===== config.mk =====
export PLATFORM = sky130hd
export DESIGN_NAME = cga_mic_outcount_flat
export DESIGN_NICKNAME = d
export VERILOG_FILES = /design/src/rtl/cga_mic_outcount_if.sv /design/src/rtl/cga_mic_outcount.sv /design/src/flat_wrapper.sv
export SDC_FILE = /design/constraint.sdc
export NUM_CORES = 1
export LEC_CHECK = 0
export CORE_ASPECT_RATIO = 1.75
export CORE_UTILIZATION = 54
export CTS_BUF_LIST = sky130_fd_sc_hd__clkbuf_4
export CTS_CLUSTER_SIZE = 24
export DETAILED_ROUTE_END_ITERATION = 12
export GPL_TIMING_DRIVEN = 0
export PLACE_DENSITY_LB_ADDON = 0.08
export SLEW_MARGIN = 40
export SYNTH_ARGS = -nofsm -noshare
export SYNTH_HDL_FRONTEND = slang
export SYNTH_SLANG_ARGS = --single-unit

===== constraint.sdc =====
create_clock -name MCLK -period 5.3 [get_ports MCLK]
set_clock_uncertainty 0.2 [all_clocks]
set_input_delay 0.53 -clock MCLK [delete_from_list [all_inputs] [get_ports MCLK]]
set_output_delay 0.53 -clock MCLK [all_outputs]
set_load 0.02 [all_outputs]

===== src/rtl/cga_mic_outcount_if.sv =====
// Bus bundle between the control-store readback block and its data-bus / consumer side.
// The master side drives the request and control-store inputs; the slave side is the block.
interface cga_mic_outcount_if;
    logic [1:0]  CD;
    logic        LRCAN;
    logic        RSTRT;
    logic        RACK;
    logic [63:0] CSD;
    logic [1:0]  CSRAN;
    logic        RBSY;
    logic        RVAL;
    logic [15:0] RDAT;
    logic        RDONE;

    modport master (
        output CD, LRCAN, RSTRT, RACK, CSD,
        input  CSRAN, RBSY, RVAL, RDAT, RDONE
    );

    modport slave (
        input  CD, LRCAN, RSTRT, RACK, CSD,
        output CSRAN, RBSY, RVAL, RDAT, RDONE
    );
endinterface


===== src/rtl/cga_mic_outcount.sv =====
// Microword readback: latches one 64-bit control-store word and streams it out as
// 16-bit words from a loadable start index up to word 3, with ready/valid backpressure.
module cga_mic_outcount (
    input  logic                  MCLK,
    input  logic                  MRN,
    cga_mic_outcount_if.slave     bus
);

    typedef enum logic [1:0] {
        ST_IDLE  = 2'b00,
        ST_LATCH = 2'b01,
        ST_SEND  = 2'b10,
        ST_DONE  = 2'b11
    } state_t;

    state_t      state_r;
    logic [1:0]  cnt_r;
    logic [63:0] hold_r;
    logic        rbsy_r;
    logic        rval_r;
    logic [15:0] rdat_r;
    logic        rdone_r;

    logic [1:0]  load_cnt_s;
    logic [1:0]  cnt_inc_s;

    function automatic logic [15:0] sel_word(input logic [63:0] word, input logic [1:0] idx);
        case (idx)
            2'd0:    return word[15:0];
            2'd1:    return word[31:16];
            2'd2:    return word[47:32];
            2'd3:    return word[63:48];
            default: return 16'h0000;
        endcase
    endfunction

    // Counter value for an IDLE cycle (load from CD on LRCAN low) and the SEND increment.
    always_comb begin
        load_cnt_s = cnt_r;
        cnt_inc_s  = cnt_r + 2'd1;
        if (!bus.LRCAN) begin
            load_cnt_s = bus.CD;
        end else begin
            load_cnt_s = cnt_r;
        end
    end

    // Readback FSM with counter, holding register and registered outputs.
    always_ff @(posedge MCLK or negedge MRN) begin
        if (!MRN) begin
            state_r <= ST_IDLE;
            cnt_r   <= 2'd0;
            hold_r  <= 64'd0;
            rbsy_r  <= 1'b0;
            rval_r  <= 1'b0;
            rdat_r  <= 16'h0000;
            rdone_r <= 1'b0;
        end else begin
            case (state_r)
                ST_IDLE: begin
                    cnt_r   <= load_cnt_s;
                    rval_r  <= 1'b0;
                    rdat_r  <= 16'h0000;
                    rdone_r <= 1'b0;
                    if (bus.RSTRT) begin
                        state_r <= ST_LATCH;
                        rbsy_r  <= 1'b1;
                    end else begin
                        state_r <= ST_IDLE;
                        rbsy_r  <= 1'b0;
                    end
                end
                ST_LATCH: begin
                    // The presented word comes straight from CSD here so it lines up with HOLD.
                    hold_r  <= bus.CSD;
                    rdat_r  <= sel_word(bus.CSD, cnt_r);
                    rval_r  <= 1'b1;
                    state_r <= ST_SEND;
                end
                ST_SEND: begin
                    if (bus.RACK) begin
                        if (cnt_r == 2'd3) begin
                            cnt_r   <= 2'd0;
                            rval_r  <= 1'b0;
                            rdat_r  <= 16'h0000;
                            rdone_r <= 1'b1;
                            state_r <= ST_DONE;
                        end else begin
                            cnt_r  <= cnt_inc_s;
                            rdat_r <= sel_word(hold_r, cnt_inc_s);
                        end
                    end else begin
                        cnt_r  <= cnt_r;
                        rdat_r <= rdat_r;
                    end
                end
                ST_DONE: begin
                    rdone_r <= 1'b0;
                    rbsy_r  <= 1'b0;
                    state_r <= ST_IDLE;
                end
                default: begin
                    state_r <= ST_IDLE;
                    cnt_r   <= 2'd0;
                    rbsy_r  <= 1'b0;
                    rval_r  <= 1'b0;
                    rdat_r  <= 16'h0000;
                    rdone_r <= 1'b0;
                end
            endcase
        end
    end

    assign bus.CSRAN = ~cnt_r;
    assign bus.RBSY  = rbsy_r;
    assign bus.RVAL  = rval_r;
    assign bus.RDAT  = rdat_r;
    assign bus.RDONE = rdone_r;

endmodule


===== src/flat_wrapper.sv =====
// flat-port wrapper written by rule: the top's interface ports become plain ports
module cga_mic_outcount_flat 
  (MCLK, MRN, bus_CD, bus_LRCAN, bus_RSTRT, bus_RACK, bus_CSD, bus_CSRAN, bus_RBSY, bus_RVAL, bus_RDAT, bus_RDONE);
  cga_mic_outcount_if bus_i ();
  input  logic MCLK;
  input  logic MRN;
  input wire logic [$bits(bus_i.CD)-1:0] bus_CD;
  input wire logic [$bits(bus_i.LRCAN)-1:0] bus_LRCAN;
  input wire logic [$bits(bus_i.RSTRT)-1:0] bus_RSTRT;
  input wire logic [$bits(bus_i.RACK)-1:0] bus_RACK;
  input wire logic [$bits(bus_i.CSD)-1:0] bus_CSD;
  output wire logic [$bits(bus_i.CSRAN)-1:0] bus_CSRAN;
  output wire logic [$bits(bus_i.RBSY)-1:0] bus_RBSY;
  output wire logic [$bits(bus_i.RVAL)-1:0] bus_RVAL;
  output wire logic [$bits(bus_i.RDAT)-1:0] bus_RDAT;
  output wire logic [$bits(bus_i.RDONE)-1:0] bus_RDONE;
  assign bus_i.CD = bus_CD;
  assign bus_i.LRCAN = bus_LRCAN;
  assign bus_i.RSTRT = bus_RSTRT;
  assign bus_i.RACK = bus_RACK;
  assign bus_i.CSD = bus_CSD;
  assign bus_CSRAN = bus_i.CSRAN;
  assign bus_RBSY = bus_i.RBSY;
  assign bus_RVAL = bus_i.RVAL;
  assign bus_RDAT = bus_i.RDAT;
  assign bus_RDONE = bus_i.RDONE;
  cga_mic_outcount u_core (.MCLK(MCLK), .MRN(MRN), .bus(bus_i));
endmodule

# Yosys cells after proc, flatten, opt, wreduce, memory -nomap -nowiden
# Index checks and enable logic that the tools add are counted.
classes:
  add_sub_neg: 1
  n_eq_ne: 12
  n_bitwise: 1
  reduce_logical: 13
  n_mux: 21
ops:
  columns: ["cell", "n"]
  rows:
  - ["$pmux 16 s4", 2]
  - ["$pmux 16 s3", 1]
  - ["$mux 16", 2]
  - ["$eq 2x2->1 const B", 6]
  - ["$mux 2", 5]
  - ["$reduce_and 3->1", 3]
  - ["$pmux 2 s4", 1]
  - ["$eq 2x1->1 const B", 3]
  - ["$logic_not 2->1", 3]
  - ["$mux 1", 6]
  - ["$reduce_bool 2->1", 3]
  - ["$ne 2x2->1 const B", 2]
  - ["$pmux 1 s2", 2]
  - ["$pmux 2 s2", 1]
  - ["$reduce_and 2->1", 2]
  - ["$pmux 1 s3", 1]
  - ["$reduce_bool 3->1", 1]
  - ["$add 2x1->2 const B", 1]
  - ["$ne 2x1->1 const B", 1]
  - ["$not 2->2", 1]
  - ["$reduce_or 2->1", 1]
totals:
  input_bits: 71
  reg_bits: 87
  word_cells: 55
  output_inout_bits: 21

# Logic depth before layout (Yosys ltp)
# Gate-level depths: netlist of run 1.
logic_depth:
  depth_word: 6
  ltp_mapped: 9
  depth_no_buf: 6

# Worst setup path after synthesis of run 1
# No wires, ideal clock.
synth_timing:
  path_kind: "reg2reg"
  from: "register u_core.cnt_r[0]"
  to: "register u_core.rdat_r[10] (netlist: u_core.bus.RDAT[10])"
  arrival_ns: 1.718
  synth_period_minus_slack_ns: 2.039
  setup_time_ns: 0.121
  path_stages_with_launch: 9
  n_path_buf: 2
  path_slack_ns: 3.261
  required_ns: 4.979
  path_cell_list: "dfrtp_1 > inv_1 > ha_1 > buf_6 > buf_6 > a222oi_1 > and2_1 > o22ai_1 > a22o_1"
synth_between:
  elab_chain_cells: 6
  elab_cells_between_ends: 14
  classes_between: "add/sub: 1; eq/ne: 6; mux: 5; reduce/logical: 2"
synth_rtl:
  columns: ["item", "line", "rtl"]
  rows:
  - ["from (decl)", "cga_mic_outcount.sv:17", "logic [1:0] cnt_r;"]
  - ["from (signal assigned)", "cga_mic_outcount.sv:61", "cnt_r <= load_cnt_s;"]
  - ["from (signal assigned)", "cga_mic_outcount.sv:89", "cnt_r <= cnt_inc_s;"]
  - ["from (signal assigned)", "cga_mic_outcount.sv:93", "cnt_r <= cnt_r;"]
  - ["$add 2x1->2", "cga_mic_outcount.sv:40", "cnt_inc_s = cnt_r + 2'd1;"]
  - ["$eq 2x2->1, or another cell as far along", null, null]
  - ["$pmux 16 s4", "cga_mic_outcount.sv:28", "case (idx)"]
  - ["$mux 16", "cga_mic_outcount.sv:82", "if (cnt_r == 2'd3) begin"]
  - ["$mux 16", "cga_mic_outcount.sv:81", "if (bus.RACK) begin"]
  - ["$pmux 16 s3 (*)", "cga_mic_outcount.sv:59", "case (state_r)"]
  - ["to (signal assigned)", "cga_mic_outcount.sv:76", "rdat_r <= sel_word(bus.CSD, cnt_r);"]
  - ["to (signal assigned)", "cga_mic_outcount.sv:90", "rdat_r <= sel_word(hold_r, cnt_inc_s);"]
  - ["to (signal assigned)", "cga_mic_outcount.sv:94", "rdat_r <= rdat_r;"]
  - ["to (decl)", "cga_mic_outcount.sv:21", "logic [15:0] rdat_r;"]
# Mark *: on every way between the ends. The rest lies on a longest branch, timed or not. The select of a mux whose other input is x is not followed.
# A chain may end at the register's enable or synchronous reset.

# Worst setup path in the final report of run 1
layout_timing:
  from: "register u_core.cnt_r[0]"
  to: "register u_core.rdat_r[2] (netlist: u_core.bus.RDAT[2])"
# Same word-level chain as after synthesis.

==> results.toml, run 1 <==
[outcome]
status = "complete, no violations"

[die]
chipWidth_um = 69.5
fp.coreArea_um2 = 7620
rows = 42
die_area_um2 = 8340
initial_core_util = 0.565
pin_count = 92
die_y_um = 120

[worst_setup_path]
cp-endpoint = "u_core.bus.RDAT[2]"
crit_fanout = 10
crit_path_top_delay_cell = "a222oi_1"
worstPathCellList = "inv_1 > ha_1 > buf_2 > a222oi_1 > and2_1 > o22ai_1 > a22o_1"
reg2reg_to = "u_core.bus.RDAT[2]"
cp.arrival_ps = 2650
endpoint_kind = "flop"
cp-startpoint = "u_core.cnt_r[0]"
required_ps = 5440
crit_type = "flop to flop"
crit_path_max_incr_delay_ps = 610
rr_worst_depth = 7
worstSetupStartpointType = "flop"
reg2reg_slack_ps = 2790
r2r_start = "u_core.cnt_r[0]"

[layout]
syn2layout_area_growth_pct = 27.7
layout-drive-gt1-share = 0.228
final-seq-area_um2 = 2150
fillers = 559
stdcell_count = 549
multi_input_area_um2 = 1930
fin_nets = 536
design_area_um2 = 5490

[drt]
drt_iter0_drc = 465
viasPerCell = 6.44
dr.pass1.iters = 7
finalWirelength_um = 11900
vias = 3537
post-route-drc-count = 0
wl_per_cell_um = 21.6
antenna_left = 0

[power_and_ir_drop]
clockPowerShare = 0.108
p_int_w = 0.00202
p_sw_w = 0.00134
p_total_w = 0.00336
max-vdd-ir-drop_uv = 404
switching_share = 0.400
combPwrFrac = 0.558
power_density_nw_per_um2 = 612
leakagePower_nw = 2.27
p_seq_frac = 0.334

[clock_tree]
clk_pin_slew_ps = 130
cts_buffer_depth = 2
hold_buffers = 1
cts_tree = "done"
cts_setup_buffers = 0
cts.sinks = 86
clockRootBuffer = "clkbuf_4"
post_cts_resized = 0
insertion_delay_ps = 430
htreeDepth = 3
cts_buffers = 9

[timing]
finalWorstSetupSlack_ps = 2790
worst_pin_slew_ps = 630
rsz0062_at_grt = "false"
max_freq_ghz = 0.398
report.final.slew_viol_count = 0
hold_viol = 0
final.setup.tns_ps = 0
max_slew_margin = 0.580
min_period_ps = 2510
fin_crit_sh = 0.474
finalSetupViolCount = 0

[synthesis]
syn_inst = 351
synth_area_leaders = "dfrtp_1 (50%), mux2_2 (17%), a222oi_1 (7.4%)"
ys_ff_latch = 86
synth_edf_count = 0
ys_seq_area_frac = 0.500
avgSynthCellArea_um2 = 12.3
synth_flop_cell = "dfrtp_1"
yosysTopAreaCell = "dfrtp_1"
synth_top_area_frac = 0.500
synth_nets = 432
ys_warn_count = 0
ys_types = 25
synth-async-reset-ratio = 1.00
syn-cell-area_um2 = 4300

[placed_design]
place_inst = 531
place_congestion = 0.854
post-place-ws_ps = 2860
place_hpwl_um = 8720
dpl_cell_area_um2 = 5350
portBuffers = 91

[global_routing]
top_usage_layer = "met2"
grt_overflow_total = 0
grt_pass1_vias = 3550
grt_use_total = 0.294
antenna_found_initial = 1
gr-usage-met1 = 0.325
grt_pass1_wl_um = 18300
grt_use_met2 = 0.507
grt_max_degree = 63
grt_use_met3 = 0.0512

[run]
drv_cap = 0

[min_path]
worstHoldPathType = "input pin to asynchronous set/reset pin"
[worst max-delay path: cells and delay by family (launching register included)]
family          cells  cell delay [ps]
simple gates        1              210
flops               1              470
compound gates      3              910
buf+inv             2              350
fa+ha+maj           1              270
[cell families (layout without fill, tap and decap cells)]
kind of cell,count (synthesis),after routing,synth area share
adders and majority gates,10,10,0.0291
DFF,86,86,0.500
other,0,1,0
buffers and inverters,38,147,0.0518
AOI/OAI and AO/OA,105,105,0.181
and+or+nand+nor,46,46,0.0660
muxes,66,66,0.172
[per-layer routing]
metal | wire length [um] | vias up
li1 | - | 1550
met1 | 4180 | 1770
met2 | 6330 | 176
met3 | 631 | 41
met4 | 718 | 0
met5 | 0 | -
[cells in the mapped netlist, drive strengths merged, types with 3 or more instances]
cell type / count
a22o: 17
inv: 8
clkbuf: 9
o21ai: 34
nor2: 4
ha: 10
dfrtp: 86
and2: 31
nand2: 8
a222oi: 32
a21oi: 3
buf: 21
o22ai: 16
mux2: 64
[worst min-delay path by stage]
stage / start / to / slack (ps) / cells after the start
after floorplan: MRN / u_core.bus.RBSY / 30 / 0
after global placement: u_core.bus.RBSY / u_core.bus.RBSY / 280 / 2
after detailed placement: MRN / u_core.hold_r[41] / 200 / 1
final: MRN / u_core.hold_r[41] / 300 / 2
after global routing: MRN / u_core.hold_r[41] / 310 / 2
after CTS: MRN / u_core.hold_r[36] / 300 / 2
[stage by stage]
stage | hold WS (ps) | utilization
2_1_floorplan | 34.4 | -
3_3_place_gp | 280 | 0.699
3_5_place_dp | 205 | 0.702
4_1_cts | 304 | 0.721
5_1_grt | 309 | 0.721
6_report | 303 | 0.721
[power by group through the flow]
stage	Sequential (W)	Clock, W	Combinational, W
floorplan	0.00112	0	0.00129
global placement	0.00111	0	0.00182
detailed placement	0.00113	0	0.00186
CTS	0.00111	0.000364	0.00187
global route	0.00115	0.000392	0.00200
finish	0.00112	0.000364	0.00188
[flip-flops by register name (all words and copies together) (netlist names)]
register and cells:
u_core.bus.RBSY 1, u_core.bus.RDAT 16, u_core.bus.RDONE 1, u_core.bus.RVAL 1
u_core.cnt_r 2, u_core.hold_r 63, u_core.state_r 2
[cells in the final DEF (no fill, tap or decap), drive strengths merged]
cell type | netlist | routed
a211oi | 1 | 1
a21oi | 3 | 3
a222oi | 32 | 32
a22o | 17 | 17
and2 | 31 | 31
and2b | 1 | 1
buf | 21 | 23
bufinv | 0 | 1
clkbuf | 9 | 19
clkdlybuf4s50 | 0 | 90
clkinv | 0 | 5
dfrtp | 86 | 86
diode | 0 | 1
dlygate4sd3 | 0 | 1
ha | 10 | 10
inv | 8 | 8
mux2 | 64 | 64
mux2i | 2 | 2
nand2 | 8 | 8
nor2 | 4 | 4
nor2b | 1 | 1
o21a | 1 | 1
o21ai | 34 | 34
o221ai | 1 | 1
o22ai | 16 | 16
or2 | 1 | 1
[area by class of cell]
| type | count | area share |
|---|---|---|
| Sequential cell | 86 | 0.392 |
| Timing Repair Buffer | 93 | 0.173 |
| Tap cell | 88 | 0.0200 |
| Multi-Input combinational cell | 227 | 0.351 |
| Buffer | 30 | 0.0351 |
| Clock inverter | 6 | 0.00957 |
| Antenna cell | 1 | 0.000456 |
| Inverter | 8 | 0.00547 |
| Clock buffer | 10 | 0.0137 |
(Power assumes the default switching activity.)
==> inputs of run 2 (changes only) <==
Settings changed: CORE_UTILIZATION 54 to 53.
Clock period 5.3 ns to 2.35 ns, I/O delays scaled along.
==> run 2 against run 1 <==
  * Die area up 1.8%
  * First-iteration DRC count down 30%
  * Flip-flop and latch count unchanged
  * Wire length up 0.87%
  * Non-clock buffer count up 6
  * Combinational power up 130%
  * Total power up 130%
  * Final cell count up 1.3%
  * Critical endpoint is now u_core.bus.RDAT[12]
  * Highest routed layer unchanged
==> results.toml, run 2 (synthesis gave the netlist of run 1 again) <==
[power_and_ir_drop]
p_seq_frac = 0.324
combPwrFrac = 0.558
clockPowerShare = 0.117
p_sw_w = 0.00307
leakagePower_nw = 2.31
power_density_nw_per_um2 = 1390
max-vdd-ir-drop_uv = 912
switching_share = 0.394
p_int_w = 0.00472

[worst_setup_path]
reg2reg_slack_ps = 20
crit_type = "flop to flop"
rr_worst_depth = 8
endpoint_kind = "flop"
cp.arrival_ps = 2500
crit_fanout = 10
required_ps = 2520
worstSetupStartpointType = "flop"
r2r_start = "u_core.cnt_r[1]"
reg2reg_to = "u_core.bus.RDAT[12]"

[clock_tree]
insertion_delay_ps = 460
cts_tree = "done"
cts_buffers = 9
clk_pin_slew_ps = 130
clockRootBuffer = "clkbuf_4"
cts_buffer_depth = 2
cts.sinks = 86
htreeDepth = 3

[global_routing]
grt_pass1_wl_um = 18800
grt_pass1_vias = 3643
grt_use_total = 0.301
grt_max_degree = 58
grt_overflow_total = 0
antenna_found_initial = 1

[timing]
final.setup.tns_ps = 0
max_slew_margin = 0.643
worst_pin_slew_ps = 535
fin_crit_sh = 0.992
rsz0062_at_grt = "true"
report.final.slew_viol_count = 0
max_freq_ghz = 0.429
finalSetupViolCount = 0
min_period_ps = 2330
timing.hold.ws_ps = 166
hold_viol = 0

[run]
drv_cap = 0

[die]
rows = 43
pin_count = 92
chipWidth_um = 70.1
die_y_um = 121
die_area_um2 = 8500
initial_core_util = 0.544
fp.coreArea_um2 = 7910

[drt]
vias = 3521
post-route-drc-count = 0
dr.pass1.iters = 8
finalWirelength_um = 12000
drt_iter0_drc = 326
wl_per_cell_um = 21.5
antenna_left = 0
viasPerCell = 6.33

[layout]
final_cell_mix = "clkdlybuf4s50_1 (90), dfrtp_1 (85), mux2_2 (64)"
top_register = "u_core.hold_r"
layout-drive-gt1-share = 0.245
multi_input_area_um2 = 1940
fin_nets = 542
stdcell_count = 556
largest_reg_flops = 63
syn2layout_area_growth_pct = 29.9
postLayoutCoreUtil = 0.707
layout_commonest_cell = "clkdlybuf4s50_1"
fillers = 607
final-seq-area_um2 = 2150

[placed_design]
place_congestion = 0.836
place_hpwl_um = 8630
portBuffers = 91
place_inst = 533

[outcome]
status = "complete, no violations"

[min_path]
min_path_cells = 3
worstHoldStart = "bus_RSTRT"
worstHoldPathType = "input pin to flop"
min_to = "u_core.bus.RBSY"
[run 2: changes by cell type in the layout (fill, tap and decap cells not counted), sizes merged]
| cell | previous run | this run |
|---|---|---|
| clkinv | 5 | 4 |
| dlygate4sd3 | 1 | 3 |
| buf | 23 | 26 |
| bufinv | 1 | 2 |
[run 2: repair_timing]
item,CTS,global route
resized for setup,1,11
pin swaps,4,9
hold buffers,3,0
hold endpoints to repair,86,0
setup endpoints to repair,5,9
buffers inserted,1,3
[run 2: critical path, stage by stage, from the launching register on]
cell,delay (ps)
dfrtp_1,440
buf_4,150
ha_2,160
buf_6,130
buf_12,140
a222oi_1,530
and2_1,240
o22ai_2,70
a22o_1,180
[run 2: per-stage QoR]
stage,total power [W],setup slack [ps],instance area (um^2)
final,0.00779,17.7,5590
after global routing,0.00824,-81.8,5590
after CTS,0.00769,32.1,5540
after detailed placement,0.00676,-28.9,5360
after global placement,0.00664,-2320,5330
after floorplan,0.00543,311,4300
[run 2: area by class of cell]
| type | instances | share of cell area |
|---|---|---|
| Sequential cell | 86 | 0.385 |
| Multi-Input combinational cell | 227 | 0.347 |
| Timing Repair Buffer | 99 | 0.179 |
| Buffer | 30 | 0.0372 |
| Tap cell | 90 | 0.0201 |
| Clock inverter | 6 | 0.0139 |
| Clock buffer | 9 | 0.0121 |
| Inverter | 8 | 0.00537 |
| Antenna cell | 1 | 0.000448 |
[run 2: power by group through the flow]
stage	registers (W)	logic, W	clock network, W
6_report	0.00253	0.00435	0.000914
5_1_grt	0.00260	0.00467	0.000972
4_1_cts	0.00251	0.00424	0.000931
3_5_place_dp	0.00255	0.00421	0
3_3_place_gp	0.00251	0.00413	0
2_1_floorplan	0.00252	0.00292	0
[run 2: worst max-delay path by stage]
stage / startpoint / endpoint / slack, ps / cells past startpoint
after floorplan: u_core.cnt_r[0] / u_core.bus.RDAT[10] / 310 / 8
after global placement: MRN / u_core.bus.RBSY / -2320 / 1
final: u_core.cnt_r[1] / u_core.bus.RDAT[12] / 20 / 8
after global routing: u_core.cnt_r[1] / u_core.bus.RDAT[2] / -80 / 7
after CTS: u_core.cnt_r[1] / u_core.bus.RDAT[7] / 30 / 7
after detailed placement: u_core.cnt_r[0] / u_core.bus.RDAT[12] / -30 / 7
[run 2: routing by layer]
metal,share of wire,wire length (um),track usage
met1,0.38,4570,0.343
met2,0.53,6340,0.518
met3,0.037,440,0.0332
met4,0.051,611,0.213
met5,0,0,0
